--- config.mk ---
export PLATFORM = sky130hd
export DESIGN_NAME = findmax_job_arbiter
export DESIGN_NICKNAME = d
export VERILOG_FILES = /design/src/rtl/findmax_pkg.sv /design/src/rtl/findmax_job_arbiter_rr_arbiter.sv /design/src/rtl/findmax_job_arbiter.sv
export SDC_FILE = /design/constraint.sdc
export NUM_CORES = 1
export LEC_CHECK = 0
export CORE_ASPECT_RATIO = 0.75
export CORE_MARGIN = 2
export CORE_UTILIZATION = 62
export DETAILED_ROUTE_END_ITERATION = 6
export DONT_BUFFER_PORTS = 1
export GPL_ROUTABILITY_DRIVEN = 0
export PLACE_DENSITY = 0.88
export SLEW_MARGIN = 10
export SYNTH_ARGS = -nofsm -noshare
export SYNTH_HDL_FRONTEND = slang
export SYNTH_HIERARCHICAL = 1
export SYNTH_SLANG_ARGS = --single-unit
--- constraint.sdc ---
create_clock -name clk -period 3.15 [get_ports clk]
set_input_delay 0.63 -clock clk [delete_from_list [all_inputs] [get_ports clk]]
set_output_delay 0.63 -clock clk [all_outputs]
set_load 0.005 [all_outputs]
--- src/rtl/findmax_pkg.sv ---
// Shared types and widths for the findmax job arbiter slice.
package findmax_pkg;

    localparam int ADDR_W = 16;
    localparam int N_W    = 8;
    localparam int DATA_W = 16;

    typedef enum logic [1:0] {
        IDLE,
        BUSY,
        RESPOND
    } state_t;

    typedef struct packed {
        logic [ADDR_W-1:0] start_addr;
        logic [N_W-1:0]    n;
    } job_t;

    // Index/counter width that never collapses to zero bits.
    function automatic int idx_width(input int count);
        return (count > 1) ? $clog2(count) : 1;
    endfunction

endpackage

--- src/rtl/findmax_job_arbiter_rr_arbiter.sv ---
// Combinational round-robin arbiter: the search starts just after the
// previous winner and wraps, so the last winner has lowest priority.
module rr_arbiter
    import findmax_pkg::*;
#(
    parameter int NUM_REQ = 2,
    parameter int IDX_W   = idx_width(NUM_REQ)
) (
    input  logic [NUM_REQ-1:0] req,
    input  logic [IDX_W-1:0]   last_grant,
    output logic [NUM_REQ-1:0] grant,
    output logic [IDX_W-1:0]   grant_idx,
    output logic               any
);

    logic [IDX_W-1:0] cand;

    // Walk the requesters in rotated priority order and keep the first hit.
    always_comb begin
        grant     = '0;
        grant_idx = '0;
        any       = 1'b0;
        cand      = '0;
        for (int i = 1; i <= NUM_REQ; i++) begin
            cand = IDX_W'((int'(last_grant) + i) % NUM_REQ);
            if (!any && req[cand]) begin
                grant[cand] = 1'b1;
                grant_idx   = cand;
                any         = 1'b1;
            end
        end
    end

endmodule

--- src/rtl/findmax_job_arbiter.sv ---
// Shares one max-finding datapath between NUM_REQ requesters: picks a job
// round-robin, runs the datapath until it reports done, then hands the
// max word back to the winner. One job is in flight at a time.
// Optional feature macro: FINDMAX_TIMEOUT_EN adds a BUSY-cycle watchdog
// that returns rsp_err=1 / rsp_max=16'hFFFF after TIMEOUT_CYCLES cycles.
module findmax_job_arbiter
    import findmax_pkg::*;
#(
    parameter int NUM_REQ        = 2,
    parameter int TIMEOUT_CYCLES = 1024
) (
    input  logic                      clk,
    input  logic                      reset,
    input  logic [NUM_REQ-1:0]        req_valid,
    output logic [NUM_REQ-1:0]        req_ready,
    input  logic [ADDR_W*NUM_REQ-1:0] req_start_addr,
    input  logic [N_W*NUM_REQ-1:0]    req_n,
    output logic [NUM_REQ-1:0]        rsp_valid,
    input  logic [NUM_REQ-1:0]        rsp_ready,
    output logic [DATA_W-1:0]         rsp_max,
    output logic                      rsp_err,
    output logic                      dp_active,
    output logic [ADDR_W-1:0]         dp_start_addr,
    output logic [N_W-1:0]            dp_n,
    input  logic                      dp_done,
    input  logic [DATA_W-1:0]         dp_max
);

    localparam int IDX_W = idx_width(NUM_REQ);

    state_t             state;
    logic [IDX_W-1:0]   grant_q;
    logic [IDX_W-1:0]   last_grant;
    logic [IDX_W-1:0]   arb_idx;
    logic [NUM_REQ-1:0] arb_grant;
    logic               arb_any;
    job_t               sel_job;

`ifdef FINDMAX_TIMEOUT_EN
    localparam int CNT_W = idx_width(TIMEOUT_CYCLES);
    logic [CNT_W-1:0] busy_cnt;
    logic             rsp_err_q;
    assign rsp_err = rsp_err_q;
`else
    assign rsp_err = 1'b0;
`endif

    rr_arbiter #(
        .NUM_REQ (NUM_REQ),
        .IDX_W   (IDX_W)
    ) u_arb (
        .req        (req_valid),
        .last_grant (last_grant),
        .grant      (arb_grant),
        .grant_idx  (arb_idx),
        .any        (arb_any)
    );

    // Only IDLE offers a slot; the arbiter's one-hot winner is the ready.
    assign req_ready = (state == IDLE) ? arb_grant : '0;

    // Pull the winning requester's job fields out of the packed buses.
    always_comb begin
        sel_job = '0;
        for (int i = 0; i < NUM_REQ; i++) begin
            if (arb_idx == IDX_W'(i)) begin
                sel_job.start_addr = req_start_addr[i*ADDR_W +: ADDR_W];
                sel_job.n          = req_n[i*N_W +: N_W];
            end
        end
    end

    // Job sequencer: accept, run the datapath (or skip it for N=0), respond.
    always_ff @(posedge clk or posedge reset) begin
        if (reset) begin
            state         <= IDLE;
            dp_active     <= 1'b0;
            dp_start_addr <= '0;
            dp_n          <= '0;
            rsp_valid     <= '0;
            rsp_max       <= '0;
            grant_q       <= '0;
            last_grant    <= IDX_W'(NUM_REQ - 1);
`ifdef FINDMAX_TIMEOUT_EN
            busy_cnt      <= '0;
            rsp_err_q     <= 1'b0;
`endif
        end else begin
            case (state)
                IDLE: begin
                    if (arb_any) begin
                        dp_start_addr <= sel_job.start_addr;
                        dp_n          <= sel_job.n;
                        grant_q       <= arb_idx;
                        if (sel_job.n != '0) begin
                            dp_active <= 1'b1;
                            state     <= BUSY;
`ifdef FINDMAX_TIMEOUT_EN
                            busy_cnt  <= '0;
`endif
                        end else begin
                            rsp_max   <= '0;
                            rsp_valid <= arb_grant;
`ifdef FINDMAX_TIMEOUT_EN
                            rsp_err_q <= 1'b0;
`endif
                            state     <= RESPOND;
                        end
                    end
                end
                BUSY: begin
                    if (dp_done) begin
                        rsp_max   <= dp_max;
                        dp_active <= 1'b0;
                        rsp_valid <= NUM_REQ'(1) << grant_q;
`ifdef FINDMAX_TIMEOUT_EN
                        rsp_err_q <= 1'b0;
`endif
                        state     <= RESPOND;
                    end
`ifdef FINDMAX_TIMEOUT_EN
                    else if (busy_cnt == CNT_W'(TIMEOUT_CYCLES - 1)) begin
                        rsp_max   <= '1;
                        rsp_err_q <= 1'b1;
                        dp_active <= 1'b0;
                        rsp_valid <= NUM_REQ'(1) << grant_q;
                        state     <= RESPOND;
                    end else begin
                        busy_cnt  <= busy_cnt + 1'b1;
                    end
`endif
                end
                RESPOND: begin
                    if (rsp_ready[grant_q]) begin
                        rsp_valid  <= '0;
                        last_grant <= grant_q;
                        state      <= IDLE;
                    end
                end
                default: begin
                    state <= IDLE;
                end
            endcase
        end
    end

endmodule
==> out/qor.csv <==
stage,metric,value,unit
grt,grt_max_degree,50,
status,status,"complete, no violations",
final_layout,nNetsFinal,291,
critical_path,cp-start-kind,flip-flop,
final_layout,multiInputGateArea,1020,um^2
floorplanning,chipHeight,56.5,um
timing,rsz0062_at_grt,false,
final_layout,drive_gt1_share,10.6,%
drt,final_antenna_net_count,0,
clocking,cts_inserted_buffers,5,
floorplanning,die-width,74.0,um
synth,muxShareOfSynthArea,13.3,%
timing,setup_violations,0,
timing,tns,0,ps
clocking,post_cts_buffers,0,
synth,syn_area,2280,um^2
drt,drc,0,
timing,slew_headroom,36.9,%
grt,grt_usage,23.9,%
timing,skew,13.0,ps
clocking,cts_resized,0,
hold_path,worstHoldPathType,input pin to asynchronous set/reset pin,
critical_path,crit_type,flip-flop to flip-flop,
timing,final_hold_viol_count,0,
drt,wl_per_cell,17.5,um
grt,overflow,0,
drt,viasPerCell,5.92,
timing,finalCriticalPeriod,2320,ps
place,io_buffers,0,
synth,synth_warnings,6,
final_layout,regArea,1180,um^2
drt,wl,4.71,mm
synth,synth_top_area_share,50.5,%
clocking,insertion_delay,290,ps
final_layout,instances_no_fill,269,
power_and_ir_drop,vdd_drop_max,0.000602,V
power_and_ir_drop,p_leak,1.05,nW
critical_path,required,3320,ps
clocking,htreeDepth,2,
timing,slew_viol_final,0,
synth,synthCells,219,
synth,netlist_top_cells_area,"dfrtp_1, mux2i_1, a21oi_1, o2bb2ai_1, nor2_1",
grt,grt_pass1_wl,7.53,mm
final_layout,synthToLayoutAreaGrowth,6.20,%
place,place_inst,261,
power_and_ir_drop,pwr_density_cell,966,nW/um^2
critical_path,cp.arrival,2490,ps
floorplanning,num_rows,19,
clocking,cts_tree,yes,
clocking,cts-root-buf,clkbuf_8,
grt,antenna_found_initial,0,
synth,synthAdderAreaFrac,2.20,%
critical_path,cp-end-kind,flip-flop,
floorplanning,ioPinCount,117,
timing,tightestPinTransition,945,ps
synth,netlist.top_cell.by_area,dfrtp_1,
floorplanning,start_util,63.5,%
flow_run,max_cap_violations,0,
synth,synth_seq_cells,47,
synth,synth.net_count,294,
clocking,cts.sinks,47,
critical_path,rrSetupSlack,830,ps
timing,post-route-period-util,73.7,%
drt,vias,1592,
synth,synth-simple-area-share,12.1,%
final_layout,mostFrequentLayoutCell,dfrtp_1,
synth,synth_xor_xnor_area_share,0,%
floorplanning,die_area,4180,um^2
floorplanning,core_area,3590,um^2
critical_path,cp_max_fo,19,
synth,yosysUniqueCellTypes,35,
final_layout,final_cell_mix,"dfrtp_1, nor2_1, a21oi_1, mux2i_1, nand3_1",
grt,first_global_vias,1534,
drt,drtIter0Drc,100,
final_layout,fillCellCount,278,
clocking,cts_hold_buffers,0,
synth,synth_compound_area_share,16.4,%
final_layout,num_antenna_cells,0,
synth,syn_area_per_cell,10.4,um^2
synth,seq_area_frac_synth,51.6,%
synth,synth_top_family_by_area,compound AO/OA/AOI/OAI gates,
clocking,clockBufferDepth,2,
place,dp.final_hpwl,3.46,mm
drt,dr.pass1.iters,4,
clocking,clk_pin_slew_worst_paths,80,ps
timing,fmax,431,MHz
[synthesized netlist by cell type, drive strengths merged]
| cell | number |
|---|---|
| nor3 | 1 |
| inv | 8 |
| mux2i | 25 |
| nor2 | 29 |
| a21oi | 29 |
| o2bb2ai | 16 |
| nand3 | 17 |
| dfstp | 1 |
| nand3b | 1 |
| conb | 1 |
| or2 | 1 |
| and2 | 2 |
| or4 | 1 |
| nor4 | 1 |
| or4b | 1 |
| ha | 4 |
| nand2 | 3 |
| or3b | 1 |
| a21boi | 4 |
| a22o | 1 |
| o22ai | 2 |
| o21ai | 4 |
| clkbuf | 9 |
| buf | 6 |
| a31oi | 1 |
| mux2 | 4 |
| dfrtp | 46 |
[sequential cells by signal, indices dropped and copies added (netlist names)]
register / flops
dp_active: 1
dp_n: 8
dp_start_addr: 16
grant_q: 1
last_grant: 1
rsp_max: 16
rsp_valid: 2
state: 2
[per-stage QoR]
step | power [mW] | util, % | hold slack, ps | worst slack (ps) | cell area, um^2
global placement | 1.93 | 64.8 | 497 | 724 | 2330
global route | 2.53 | 67.4 | 480 | 642 | 2420
finish | 2.34 | 67.4 | 422 | 828 | 2420
floorplan | 1.75 | - | 479 | 633 | 2280
detailed placement | 1.98 | 64.8 | 502 | 683 | 2330
CTS | 2.36 | 67.4 | 451 | 813 | 2420
[logic make-up (layout without fill, tap and decap cells)]
family          after synthesis  after routing
buf+inv                      23             21
mux                          29             29
fa+ha+maj                     4              4
simple gates                 58             58
other cells                   1              1
flops                        47             47
compound gates               57             57
[report_power, final]
| group | internal [mW] | switching, mW | total [mW] |
|---|---|---|---|
| sequential | 0.848 | 0.200 | 1.05 |
| combinational | 0.370 | 0.547 | 0.917 |
| clock | 0.180 | 0.193 | 0.373 |
[final cells by class]
| cell class | instances | area share (%) |
|---|---|---|
| clock buffer | 7 | 3.57 |
| clock inverter | 1 | 0.362 |
| inverter | 8 | 1.24 |
| multi-input combinational | 149 | 42.0 |
| sequential | 47 | 48.6 |
| tap | 52 | 2.69 |
| timing repair buffer | 5 | 1.55 |
[per-layer routing]
metal  GRT usage, %  routed length (um)
met1           30.7                1970
met2           37.5                2260
met3           9.87                 448
met4           6.23                  34
met5              0                   0
[worst paths after layout]
| kind | startpoint | end | cells after the start |
|---|---|---|---|
| worst max-delay path | state[1] | rsp_valid[0] | 7 |
| worst min-delay path | reset | dp_start_addr[6] | 1 |
| worst max register to register | state[1] | rsp_valid[0] | 7 |
| worst min register to register | rsp_max[13] | rsp_max[13] | 1 |
| max in group asynchronous | reset | rsp_valid[1] | 1 |
| min in group clk | dp_max[10] | rsp_max[10] | 2 |
[critical path, stage by stage (launching register included)]
cell and delay [ps]:
dfrtp_1 390, inv_1 80, ha_1 410, inv_2 160, o22ai_1 100, a21oi_1 310
or3b_4 450, mux2_4 300
(Power assumes the default switching activity.)
